$ cat config.mk
export PLATFORM = sky130hd
export DESIGN_NAME = spi_slave_uc_flat
export DESIGN_NICKNAME = d
export VERILOG_FILES = /design/src/rtl/spi_slave_uc_if.sv /design/src/rtl/spi_slave_uc.sv /design/src/flat_wrapper.sv
export SDC_FILE = /design/constraint.sdc
export NUM_CORES = 1
export LEC_CHECK = 0
export BUFFER_PORTS_ARGS = -buffer_cell sky130_fd_sc_hd__buf_2
export CAP_MARGIN = 10
export CORE_MARGIN = 8
export CORE_UTILIZATION = 49
export DETAILED_ROUTE_END_ITERATION = 10
export MAX_ROUTING_LAYER = met4
export PLACE_DENSITY = 0.84
export SYNTH_ARGS = -nofsm -noshare
export SYNTH_HDL_FRONTEND = slang
export SYNTH_SLANG_ARGS = --single-unit
$ cat constraint.sdc
create_clock -name CLK_65 -period 2.1 [get_ports CLK_65]
set_clock_uncertainty 0.2 [all_clocks]
set_input_delay 0.315 -clock CLK_65 [delete_from_list [all_inputs] [get_ports CLK_65]]
set_output_delay 0.315 -clock CLK_65 [all_outputs]
set_load 0.005 [all_outputs]
$ cat src/rtl/spi_slave_uc_if.sv
// Pin and data-handshake bundle for the SPI mode-0 slave transceiver.
// RX side: a word moves to the consumer on any cycle where RX_VALID and RX_ACK are both high;
// TX side: TX_ACK pulses for one cycle after the slave has taken TX_DATA (show-ahead read strobe).
interface spi_slave_uc_if #(
   parameter int inBits = 16
);
   logic              SCK;
   logic              CSbar;
   logic              MOSI;
   logic              MISO;
   logic              MISO_OE;
   logic [inBits-1:0] TX_DATA;
   logic              TX_ACK;
   logic [inBits-1:0] RX_DATA;
   logic              RX_VALID;
   logic              RX_ACK;
   logic              BUSY;
   logic              OVERRUN;
   logic              FRAME_ERR;
   logic              ERR_CLR;
   logic              STATE_DBG;

   modport slave (
      input  SCK, CSbar, MOSI, TX_DATA, RX_ACK, ERR_CLR,
      output MISO, MISO_OE, TX_ACK, RX_DATA, RX_VALID, BUSY, OVERRUN, FRAME_ERR, STATE_DBG
   );

   modport master (
      output SCK, CSbar, MOSI, TX_DATA, RX_ACK, ERR_CLR,
      input  MISO, MISO_OE, TX_ACK, RX_DATA, RX_VALID, BUSY, OVERRUN, FRAME_ERR, STATE_DBG
   );
endinterface

$ cat src/rtl/spi_slave_uc.sv
// SPI mode-0 slave: all pins are oversampled in the CLK_65 domain, words are MSB first,
// received words are held for a consumer and transmit words are pulled from a show-ahead FIFO.
module spi_slave_uc #(
   parameter int inBits = 16
) (
   input  logic           CLK_65,
   input  logic           RST,
   spi_slave_uc_if.slave  bus
);
   localparam int CW = (inBits > 2) ? $clog2(inBits) : 1;
   localparam logic [CW-1:0] LAST = CW'(inBits - 1);

   typedef enum logic {IDLE, SHIFT} state_t;

   state_t            state_q;
   logic [2:0]        sck_q;
   logic [2:0]        cs_q;
   logic [1:0]        mosi_q;
   logic              armed_q;
   logic [CW-1:0]     bit_cnt_q;
   logic [inBits-2:0] rx_shift_q;
   logic [inBits-1:0] tx_shift_q;
   logic [inBits-1:0] rx_data_q;
   logic              rx_valid_q;
   logic              tx_ack_q;
   logic              ovr_q;
   logic              ferr_q;

   logic              sck_rise;
   logic              sck_fall;
   logic              cs_rise;
   logic              cs_fall;
   logic              busy;
   logic [inBits-1:0] rx_word_d;

   // Index 1 is the synchronized level, index 2 the previous one used for edge detection.
   assign sck_rise  = sck_q[1] & ~sck_q[2];
   assign sck_fall  = ~sck_q[1] & sck_q[2];
   assign cs_rise   = cs_q[1] & ~cs_q[2];
   assign cs_fall   = ~cs_q[1] & cs_q[2];
   assign rx_word_d = {rx_shift_q, mosi_q[1]};
   assign busy      = armed_q & ~cs_q[1];

   always_ff @(posedge CLK_65) begin
      if (RST) begin
         state_q    <= IDLE;
         sck_q      <= '0;
         cs_q       <= '0;
         mosi_q     <= '0;
         armed_q    <= 1'b0;
         bit_cnt_q  <= '0;
         rx_shift_q <= '0;
         tx_shift_q <= '0;
         rx_data_q  <= '0;
         rx_valid_q <= 1'b0;
         tx_ack_q   <= 1'b0;
         ovr_q      <= 1'b0;
         ferr_q     <= 1'b0;
      end else begin
         sck_q    <= {sck_q[1:0], bus.SCK};
         cs_q     <= {cs_q[1:0], bus.CSbar};
         mosi_q   <= {mosi_q[0], bus.MOSI};
         tx_ack_q <= 1'b0;
         // A frame may only start after CS has been seen deasserted since reset.
         if (cs_q[1]) armed_q <= 1'b1;
         if (bus.ERR_CLR) begin
            ovr_q  <= 1'b0;
            ferr_q <= 1'b0;
         end
         if (bus.RX_ACK) rx_valid_q <= 1'b0;
         case (state_q)
            IDLE: begin
               if (cs_fall && armed_q) begin
                  state_q    <= SHIFT;
                  tx_shift_q <= bus.TX_DATA;
                  tx_ack_q   <= 1'b1;
                  bit_cnt_q  <= '0;
               end
            end
            SHIFT: begin
               if (cs_rise) begin
                  if (bit_cnt_q != '0) ferr_q <= 1'b1;
                  bit_cnt_q <= '0;
                  state_q   <= IDLE;
               end else begin
                  if (sck_rise) begin
                     rx_shift_q <= rx_word_d[inBits-2:0];
                     if (bit_cnt_q == LAST) begin
                        bit_cnt_q <= '0;
                        // A simultaneous acknowledge frees the holding register for this word.
                        if (!rx_valid_q || bus.RX_ACK) begin
                           rx_data_q  <= rx_word_d;
                           rx_valid_q <= 1'b1;
                        end else begin
                           ovr_q <= 1'b1;
                        end
                     end else begin
                        bit_cnt_q <= bit_cnt_q + CW'(1);
                     end
                  end
                  if (sck_fall) begin
                     if (bit_cnt_q == '0) begin
                        tx_shift_q <= bus.TX_DATA;
                        tx_ack_q   <= 1'b1;
                     end else begin
                        tx_shift_q <= {tx_shift_q[inBits-2:0], 1'b0};
                     end
                  end
               end
            end
            default: state_q <= IDLE;
         endcase
      end
   end

   assign bus.BUSY      = busy;
   assign bus.MISO_OE   = busy;
   assign bus.MISO      = busy & tx_shift_q[inBits-1];
   assign bus.TX_ACK    = tx_ack_q;
   assign bus.RX_DATA   = rx_data_q;
   assign bus.RX_VALID  = rx_valid_q;
   assign bus.OVERRUN   = ovr_q;
   assign bus.FRAME_ERR = ferr_q;
   assign bus.STATE_DBG = (state_q == SHIFT);
endmodule

$ cat src/flat_wrapper.sv
// flat-port wrapper written by rule: the top's interface ports become plain ports
module spi_slave_uc_flat 
#(
   parameter int inBits = 16
)
  (CLK_65, RST, bus_SCK, bus_CSbar, bus_MOSI, bus_TX_DATA, bus_RX_ACK, bus_ERR_CLR, bus_MISO, bus_MISO_OE, bus_TX_ACK, bus_RX_DATA, bus_RX_VALID, bus_BUSY, bus_OVERRUN, bus_FRAME_ERR, bus_STATE_DBG);
  spi_slave_uc_if #(.inBits(inBits)) bus_i ();
  input  logic CLK_65;
  input  logic RST;
  input wire logic [$bits(bus_i.SCK)-1:0] bus_SCK;
  input wire logic [$bits(bus_i.CSbar)-1:0] bus_CSbar;
  input wire logic [$bits(bus_i.MOSI)-1:0] bus_MOSI;
  input wire logic [$bits(bus_i.TX_DATA)-1:0] bus_TX_DATA;
  input wire logic [$bits(bus_i.RX_ACK)-1:0] bus_RX_ACK;
  input wire logic [$bits(bus_i.ERR_CLR)-1:0] bus_ERR_CLR;
  output wire logic [$bits(bus_i.MISO)-1:0] bus_MISO;
  output wire logic [$bits(bus_i.MISO_OE)-1:0] bus_MISO_OE;
  output wire logic [$bits(bus_i.TX_ACK)-1:0] bus_TX_ACK;
  output wire logic [$bits(bus_i.RX_DATA)-1:0] bus_RX_DATA;
  output wire logic [$bits(bus_i.RX_VALID)-1:0] bus_RX_VALID;
  output wire logic [$bits(bus_i.BUSY)-1:0] bus_BUSY;
  output wire logic [$bits(bus_i.OVERRUN)-1:0] bus_OVERRUN;
  output wire logic [$bits(bus_i.FRAME_ERR)-1:0] bus_FRAME_ERR;
  output wire logic [$bits(bus_i.STATE_DBG)-1:0] bus_STATE_DBG;
  assign bus_i.SCK = bus_SCK;
  assign bus_i.CSbar = bus_CSbar;
  assign bus_i.MOSI = bus_MOSI;
  assign bus_i.TX_DATA = bus_TX_DATA;
  assign bus_i.RX_ACK = bus_RX_ACK;
  assign bus_i.ERR_CLR = bus_ERR_CLR;
  assign bus_MISO = bus_i.MISO;
  assign bus_MISO_OE = bus_i.MISO_OE;
  assign bus_TX_ACK = bus_i.TX_ACK;
  assign bus_RX_DATA = bus_i.RX_DATA;
  assign bus_RX_VALID = bus_i.RX_VALID;
  assign bus_BUSY = bus_i.BUSY;
  assign bus_OVERRUN = bus_i.OVERRUN;
  assign bus_FRAME_ERR = bus_i.FRAME_ERR;
  assign bus_STATE_DBG = bus_i.STATE_DBG;
  spi_slave_uc #(.inBits(inBits)) u_core (.CLK_65(CLK_65), .RST(RST), .bus(bus_i));
endmodule
==> out/qor.txt, run 1 <==
Core box area - 5075 µm²
Clock Tree Buf Depth - 2
Crit path time final - 1.946 ns
Total gr overflow - 0
First-pass GRT wire length - 8.928 mm
CP max FO - 16
Top FF cell, synth - dfxtp_1
Post-synth top area share - 50.88%
Post-Synth XOR/XNOR Area - 0%
Antenna cells - 0
Die Ht - 88.25 µm
Simple-gate share of the synthesized area - 25.54%
Largest family of logic cells by synthesized area - simple AND/OR/NAND/NOR gates
Pwr dens - 764.5 nW/µm²
Sequential Area - 1301 µm²
Worst EP required - 2.15 ns
Synth top area cells - dfxtp_1, nand2_1, nor2_1
Register-to-register setup slack - 0.15 ns
Mean Syn Cell Area - 8.758 µm²
Hold Crit Class - input port to flop
LEAKAGE - 1.188 nW
CTS Buf Count - 9
Initial DRC Count - 103
Crit path cell chain - inv_1 > ha_1 > or3b_1 > nand2_2 > nand2_1 > a311oi_1
Part of the cycle the worst path needs - 92.67%
Crit path buffers/inverters - 1
Final Net Count - 365
Synth Net Count - 317
Area Growth Syn to Fin - 20.84%
GPL Wtd Cong - 0.8203
Worst path top cell family by delay - simple AND/OR/NAND/NOR gates
CTS Sinks - 65
DRC errors left - 0
Worst slew margin - 64.27%
Synth warnings - 0
H-tree depth - 3
Kind of critical path - flop to flop
Mux share of post-synthesis cell area - 6.262%
Synth Area in Compound Gates - 12.08%
HPWL Detailed - 3.650 mm
RSZ-0062 raised after global routing - false
Ports - 47
Peak VDD IR - 0.0004441 V
Clk root buf - clkbuf_8
Arr. time, crit path - 2.00 ns
Area taken by multi-input logic gates - 1154 µm²
Tot Pwr - 2.363 mW
Initial Util - 50.39%
CTS tree - done
Die ar. - 7787 µm²
Crit path launch type - flop
Hold slack - 0.03161 ns
EDFF count, synth - 0
Post-synth cell types - 38
Setup tns final - 0 ns
Share of layout cells above drive strength 1 - 21.45%
Slowest CP cell - or3b_1
Worst-margin pin slew - 0.5311 ns
Vias/cell - 5.330
Flops & latches, synth - 65
Seq/Total Area, Yosys - 50.88%
Clock latency on the worst-skew pair - 0.34 ns
Pin count of the biggest net entering global routing - 32
Placed cell count - 396
Clock Pin Slew Worst Setup and Hold Paths - 0.07 ns
Fin. Hold Viols - 0
Area leader, netlist - dfxtp_1
Die X - 88.25 µm
Drt pass-1 iters - 4
Final Max Tran Viols - 0
Fin cells - 415
Netlist area before placement - 2557 µm²
CP endpoint kind - flop
Input/output buffers - 46
Synth Area in Adders - 0.9785%
Initial antenna violation count - 0
FFs w/ async S/R, synth - 0%
Max Cap Violations - 0
Fillers - 468
GRT Overall Usage - 15.03%
Run status - finished clean
Via Count - 2212
Largest stage delay on the critical path - 0.42 ns
Syn Inst Count - 292
Post-layout util - 60.90%
Final Routed Wirelength - 5.311 mm
Wirelength per Cell - 12.80 µm
Routed Antenna Nets - 0
Post-CTS Setup Inserts - 0
Vias in the first global route - 2083
# setup viols final - 0
Max Fclk - 0.5138 GHz
FP Rows - 26
-- per-layer routing --
| layer | vias to the layer above | global-route usage (%) | routed length (µm) |
|---|---|---|---|
| met5 | - | - | 0 |
| met4 | 0 | 7.680 | 107 |
| met3 | 11 | 4.735 | 325 |
| met2 | 64 | 24.10 | 2544 |
| met1 | 1034 | 16.41 | 2333 |
| li1 | 1103 | - | - |
-- layout make-up --
type | instances | share of cell area, %
multi-input cells | 202 | 37.33
repair buffers | 57 | 10.77
flip-flops and latches | 65 | 42.11
clock buffers | 11 | 4.575
clock inverters | 5 | 1.781
well taps | 70 | 2.834
inverters | 5 | 0.6073
-- layout by cell type (no fill, tap or decap), types with 2 or more instances in the layout --
| cell type | instances |
|---|---|
| a21oi_1 | 21 |
| mux2i_1 | 16 |
| nand2b_1 | 2 |
| buf_4 | 7 |
| clkbuf_8 | 10 |
| nand3_1 | 18 |
| nor2b_1 | 9 |
| buf_2 | 46 |
| nand2_1 | 50 |
| dfxtp_1 | 65 |
| clkinvlp_4 | 2 |
| inv_1 | 5 |
| clkinv_2 | 2 |
| nand4bb_1 | 2 |
| ha_1 | 2 |
| nor4b_1 | 2 |
| dlygate4sd3_1 | 3 |
| nor2_1 | 44 |
| a311oi_1 | 15 |
-- metrics by stage --
stage | area [µm²] | setup slack, ns
after floorplan | 2557 | 0.1105
after global placement | 2858 | 0.2463
after detailed placement | 2858 | 0.1634
after CTS | 3084 | 0.1396
after global routing | 3090 | 0.004867
final | 3090 | 0.1539
-- Yosys cell counts (2+ instances only) --
| cell type | n |
|---|---|
| dfxtp_1 | 65 |
| nand3_1 | 18 |
| buf_1 | 5 |
| nand2_1 | 50 |
| a311oi_1 | 15 |
| clkbuf_1 | 12 |
| inv_1 | 5 |
| ha_1 | 2 |
| buf_4 | 2 |
| nor2_1 | 44 |
| a21oi_1 | 21 |
| nand4bb_1 | 2 |
| nand2b_1 | 2 |
| mux2i_1 | 16 |
| nor4b_1 | 2 |
| nor2b_1 | 9 |
-- sequential cells by signal, indices dropped and copies added, names as in the netlist, 2 cells and up --
name and cells:
u_core.mosi_q 2, u_core.bus.RX_DATA 16, u_core.sck_q 3, u_core.rx_shift_q 15, u_core.cs_q 3, u_core.tx_shift_q 16
u_core.bit_cnt_q 4
-- kinds of logic after synthesis --
| logic type | Yosys count |
|---|---|
| buffers and inverters | 25 |
| AND/OR/NAND/NOR | 139 |
| multiplexers | 16 |
| flip-flops | 65 |
| adder cells (fa/ha/maj) | 2 |
| AO/OA/AOI/OAI | 45 |
-- worst paths after layout --
kind	to	startpoint	depth (start not counted)
worst max-delay path	u_core.tx_shift_q[7]	u_core.bit_cnt_q[0]	6
worst min-delay path	u_core.tx_shift_q[9]	bus_TX_DATA[9]	3
worst max register to register	u_core.tx_shift_q[7]	u_core.bit_cnt_q[0]	6
worst min register to register	u_core.sck_q[1]	u_core.sck_q[0]	1
-- power by group --
part	internal, mW	leakage, nW	switching, mW
clock	0.576	0.0953	0.461
sequential	1.24	0.525	0.00794
combinational	0.0349	0.568	0.0402
-- tightest hold or removal path, cell delays in order --
cell      delay, ns
buf_2          0.09
nand2_1        0.04
a311oi_1       0.08
-- repair_timing --
| item | in CTS | in global routing |
|---|---|---|
| endpoints found under the setup margin | 0 | 1 |
| hold buffers | 3 | 0 |
| gates resized for setup | 0 | 1 |
| endpoints found under the hold margin | 3 | 0 |
No activity file was read; power rests on OpenSTA's default activity.
==> run 2, diff against run 1 <==
Settings changed: REMOVE_ABC_BUFFERS set to 1.
==> run 2 against run 1 <==
Effect of this change:
- via count is 3.8% lower
- critical path type unchanged
- sequential share of layout area barely moved
- core utilization barely moved
- clock power barely moved
- global-route usage fell by 0.22 points
- largest power group unchanged
- sequential power hardly changed
- critical endpoint is now u_core.bus.TX_ACK
- total power down 0.17%
- critical path depth stayed put
- highest routed layer unchanged
- setup slack better by 0.016 ns
==> out/qor.txt, run 2 (synthesized netlist as in run 1, its figures left out) <==
Comb power frac - 3.2%
GPL Wtd Cong - 0.7828
Worst slew margin - 63.82%
Max Fclk - 0.5180 GHz
Via Count - 2128
Area Growth Syn to Fin - 20.79%
Setup tns final - 0 ns
Clock Tree Buf Depth - 2
Ports - 47
CP endpoint kind - flop
FP Rows - 26
# setup viols final - 0
HPWL Detailed - 3.572 mm
Initial DRC Count - 125
Clk root buf - clkbuf_8
Fin. Hold Viols - 0
Final Routed Wirelength - 5.299 mm
Internal power - 1.854 mW
Drt pass-1 iters - 4
Input/output buffers - 46
Final Net Count - 365
Die Ht - 88.25 µm
Pin count of the biggest net entering global routing - 32
Initial antenna violation count - 0
Peak VDD IR - 0.0004528 V
Seq pwr share - 53.0%
Vias in the first global route - 2141
Hold Crit Class - input port to flop
Register-to-register setup slack - 0.17 ns
Final Max Tran Viols - 0
CP max FO - 5
Post-layout util - 60.87%
Max Cap Violations - 0
Most used cells in the layout excluding fill and tap cells - dfxtp_1, nand2_1, buf_2, nor2_1, a21oi_1
Arr. time, crit path - 1.98 ns
H-tree depth - 3
Routed Antenna Nets - 0
Vias/cell - 5.128
Post-CTS Setup Inserts - 0
Sequential Area - 1301 µm²
Total gr overflow - 0
Core box area - 5075 µm²
Initial Util - 50.39%
Clock Pin Slew Worst Setup and Hold Paths - 0.07 ns
Hold slack - 0.05532 ns
Part of the cycle the worst path needs - 91.93%
Worst-margin pin slew - 0.5378 ns
CTS Sinks - 65
Worst EP required - 2.15 ns
Switching power of the nets - 0.5049 mW
Crit path time final - 1.931 ns
Antenna cells - 0
Clock share of power - 43.7%
Pwr dens - 763.5 nW/µm²
Crit path launch type - flop
Run status - finished clean
GRT Overall Usage - 14.81%
Commonest non-fill, non-tap cell in the layout - dfxtp_1
LEAKAGE - 1.204 nW
CTS tree - done
DRC errors left - 0
Kind of critical path - flop to flop
CTS Buf Count - 9
Switch share - 21.40%
Wirelength per Cell - 12.77 µm
Die ar. - 7787 µm²
Area taken by multi-input logic gates - 1152 µm²
Share of layout cells above drive strength 1 - 21.16%
Fillers - 442
RSZ-0062 raised after global routing - false
Clock latency on the worst-skew pair - 0.32 ns
Die X - 88.25 µm
First-pass GRT wire length - 9.004 mm
## run 2: cell count changes in the layout (fill, tap and decap cells not counted)
cell	delta
nor4bb_1	+1
nand2_2	-1
nand2_4	+1
nor4bb_2	-1
## run 2: routing by layer
layer	up-vias	wire length [µm]	GRT usage (%)
li1	1102	-	-
met1	990	2477	16.69
met4	0	73	7.988
met5	-	0	-
met2	30	2593	23.96
met3	6	154	3.250
## run 2: timing repair
| action | in CTS | in global routing |
|---|---|---|
| hold buffers | 3 | 0 |
| setup endpoints to repair | 0 | 1 |
| endpoints found under the hold margin | 3 | 0 |
| resized for setup | 0 | 1 |
## run 2: path summary, 6_finish.rpt
check	startpoint	endpoint	depth (start not counted)
max	u_core.bit_cnt_q[0]	u_core.bus.TX_ACK	6
min	bus_TX_DATA[7]	u_core.tx_shift_q[7]	3
max reg2reg	u_core.bit_cnt_q[0]	u_core.bus.TX_ACK	6
min reg2reg	u_core.sck_q[0]	u_core.sck_q[1]	1
## run 2: power by group through the flow
stage | Sequential, mW | Clock, mW | Combinational (mW)
2_1_floorplan | 1.28 | 0 | 0.0239
3_3_place_gp | 1.28 | 0 | 0.0703
3_5_place_dp | 1.28 | 0 | 0.0718
4_1_cts | 1.25 | 1.05 | 0.0767
5_1_grt | 1.25 | 1.11 | 0.0854
6_report | 1.25 | 1.03 | 0.0766
## run 2: cell type report
class,instances,share of cell area [%]
Clock buffer,11,4.577
Clock inverter,5,1.782
Inverter,5,0.6075
Multi-Input combinational cell,202,37.30
Sequential cell,65,42.12
Tap cell,70,2.835
Timing Repair Buffer,57,10.77
## run 2: through the flow
step	setup WS (ns)	cell area (µm²)	instances	power [mW]
after floorplan	-0.3105	2467	272	1.300
after CTS	0.1346	3084	415	2.381
after detailed placement	0.1560	2858	396	1.350
after global routing	0.03086	3089	415	2.449
final	0.1694	3089	415	2.359
after global placement	0.2529	2858	396	1.348
## run 2: critical path: stages, from the launching register on
cell and delay, ns:
dfxtp_1 0.35, inv_1 0.09, ha_1 0.14, or3b_1 0.45
nor4bb_1 0.37, nand2_1 0.09, a21oi_1 0.16
==> run 3, diff against run 2 <==
Settings changed: ABC_AREA set to 1, CORE_UTILIZATION 49 to 51, PLACE_DENSITY 0.84 to 0.86.
==> run 3 against run 2 <==
Effect of this change:
- total power up 6.4%
- largest power group unchanged
- via count rose by 26%
- worst hold slack lost 0.017 ns
- clock-buffer cell count fell by 2
- combinational power rose by 46%
- final area increased by 14%
- sequential cell count stayed put
- cell count is 38% higher
- clock power increased by 12%
- maximum frequency rose by 3.6%
- die area increased by 10%
==> out/qor.txt, run 3 <==
WL met1 - 2.879 mm
Post-synth top area share - 43.32%
Drt pass-1 iters - 4
Top layer in use - met4
Clock Pin Slew Worst Setup and Hold Paths - 0.07 ns
Worst-margin pin slew - 0.4537 ns
DRC errors left - 0
CP endpoint kind - flop
Antenna cells - 0
Arr. time, crit path - 1.94 ns
FF-to-FF End - u_core.bus.RX_DATA[11]
Routed Antenna Nets - 0
Register-to-register setup slack - 0.24 ns
Top-count cell post-synth - inv_1
RR Startpoint - u_core.bit_cnt_q[0]
Most used cells in the layout excluding fill and tap cells - inv_1, nand2_1, dfxtp_1, nor2_1, buf_2
Clock Tree Buf Depth - 2
Flops & latches, synth - 65
CTS tree - done
Tot Pwr - 2.510 mW
Via Count - 2681
Detail Route met2 WL - 2.815 mm
Worst slew margin - 69.75%
Final Net Count - 517
Area leader, netlist - dfxtp_1
Synth warnings - 0
CP startpoint - u_core.bit_cnt_q[0]
HPWL Detailed - 4.182 mm
List of most frequent post-synthesis cells - inv_1, nand2_1, dfxtp_1
Final Routed Wirelength - 6.093 mm
Fin cells - 572
Post-synth cell types - 19
Final Max Tran Viols - 0
Area Growth Syn to Fin - 17.24%
CP max FO - 17
Vias in the first global route - 2442
Synth Area in Compound Gates - 9.329%
# setup viols final - 0
LEAKAGE - 1.755 nW
Hold slack - 0.03810 ns
FFs w/ async S/R, synth - 0%
Largest family of logic cells by synthesized area - simple AND/OR/NAND/NOR gates
Syn Inst Count - 447
Mean Syn Cell Area - 6.721 µm²
Clk root buf - clkbuf_8
Synth Area in Adders - 0.8330%
Run status - finished clean
Max Fclk - 0.5368 GHz
CTS Sinks - 65
Setup tns final - 0 ns
Post-CTS Setup Inserts - 0
Seq/Total Area, Yosys - 43.32%
CTS Buf Count - 9
Top FF cell, synth - dfxtp_1
Cell count of the worst reg-to-reg path - 7
Synth top area cells - dfxtp_1, inv_1, nand2_1
Vias/cell - 4.687
GRT Overall Usage - 15.25%
Kind of critical path - flop to flop
Input/output buffers - 46
Met3 wire length - 329 µm
Max Cap Violations - 0
Crit path launch type - flop
Die ar. - 8603 µm²
RSZ-0062 raised after global routing - false
Clock latency on the worst-skew pair - 0.34 ns
Total gr overflow - 0
Core box area - 5816 µm²
Share of layout cells above drive strength 1 - 17.10%
Peak VDD IR - 0.0005036 V
Initial antenna violation count - 0
Crit path time final - 1.863 ns
Commonest non-fill, non-tap cell in the layout - inv_1
End point of the critical path - u_core.bus.RX_DATA[11]
Mux share of post-synthesis cell area - 0%
FP Rows - 28
Part of the cycle the worst path needs - 88.71%
Pwr dens - 712.5 nW/µm²
Pin count of the biggest net entering global routing - 49
GPL Wtd Cong - 0.8253
Fin. Hold Viols - 0
Wirelength per Cell - 10.65 µm
Initial Util - 51.66%
Post-Synth XOR/XNOR Area - 0%
Ports - 47
Die Ht - 92.75 µm
Placed cell count - 553
Worst EP required - 2.18 ns
Die X - 92.75 µm
Hold Startpoint - bus_ERR_CLR
Initial DRC Count - 149
Hold Crit Class - input port to flop
Simple-gate share of the synthesized area - 29.70%
Worst hold path stage count - 4
EDFF count, synth - 0
H-tree depth - 3
First-pass GRT wire length - 10.38 mm
Netlist area before placement - 3004 µm²
## run 3: repair_timing
action | in CTS | in global routing
resized for setup | 0 | 0
hold endpoints to repair | 3 | 0
hold buffers | 3 | 0
## run 3: worst max-delay path, cell delays in order (launching register included)
cell and delay (ns):
dfxtp_1 0.41, ha_1 0.26, nand3_4 0.12, nor2_8 0.26
nand3_4 0.29, nand2_2 0.12, inv_1 0.05, nor2_1 0.10
## run 3: logic make-up (layout without fill, tap and decap cells)
kind of cell | Yosys count | after routing
AO/OA/AOI/OAI | 56 | 56
adder cells (fa/ha/maj) | 2 | 2
AND/OR/NAND/NOR | 197 | 197
flip-flops | 65 | 65
buffers and inverters | 127 | 177
## run 3: area by class of cell
class | count | area [µm²]
multi-input combinational | 255 | 1197
tap | 75 | 93.84
sequential | 65 | 1301
inverter | 104 | 390.4
clock buffer | 9 | 123.9
timing repair buffer | 57 | 320.3
clock inverter | 7 | 95.09
fill | 548 | 2293
## run 3: worst min path at each step
| stage | slack, ns | to |
|---|---|---|
| 6_report | 0.04 | u_core.bus.FRAME_ERR |
| 5_1_grt | 0.04 | u_core.bus.FRAME_ERR |
| 4_1_cts | 0.02 | u_core.bus.FRAME_ERR |
| 3_5_place_dp | 0.19 | u_core.mosi_q[1] |
| 3_3_place_gp | 0.19 | u_core.cs_q[1] |
| 2_1_floorplan | 0.18 | u_core.armed_q |
## run 3: metrics by stage
stage                     area [µm²]  setup WS, ns  util, %
after floorplan                 2889       -0.3108        -
after global placement          3273        0.3088    56.28
after detailed placement        3273        0.2588    56.28
after CTS                       3522        0.2447    60.56
after global routing            3522       0.07521    60.56
final                           3522        0.2370    60.56
## run 3: per-layer routing
| layer | vias to the layer above | global-route usage [%] |
|---|---|---|
| li1 | 1435 | - |
| met1 | 1181 | 17.91 |
| met2 | 59 | 23.54 |
| met5 | - | - |
| met4 | 0 | 5.235 |
| met3 | 6 | 5.583 |
## run 3: where the power goes
group | internal, mW | total [mW] | leakage, nW | switching, mW
combinational | 0.0461 | 0.112 | 1.13 | 0.0659
clock | 0.665 | 1.15 | 0.0975 | 0.483
sequential | 1.24 | 1.25 | 0.525 | 0.00546
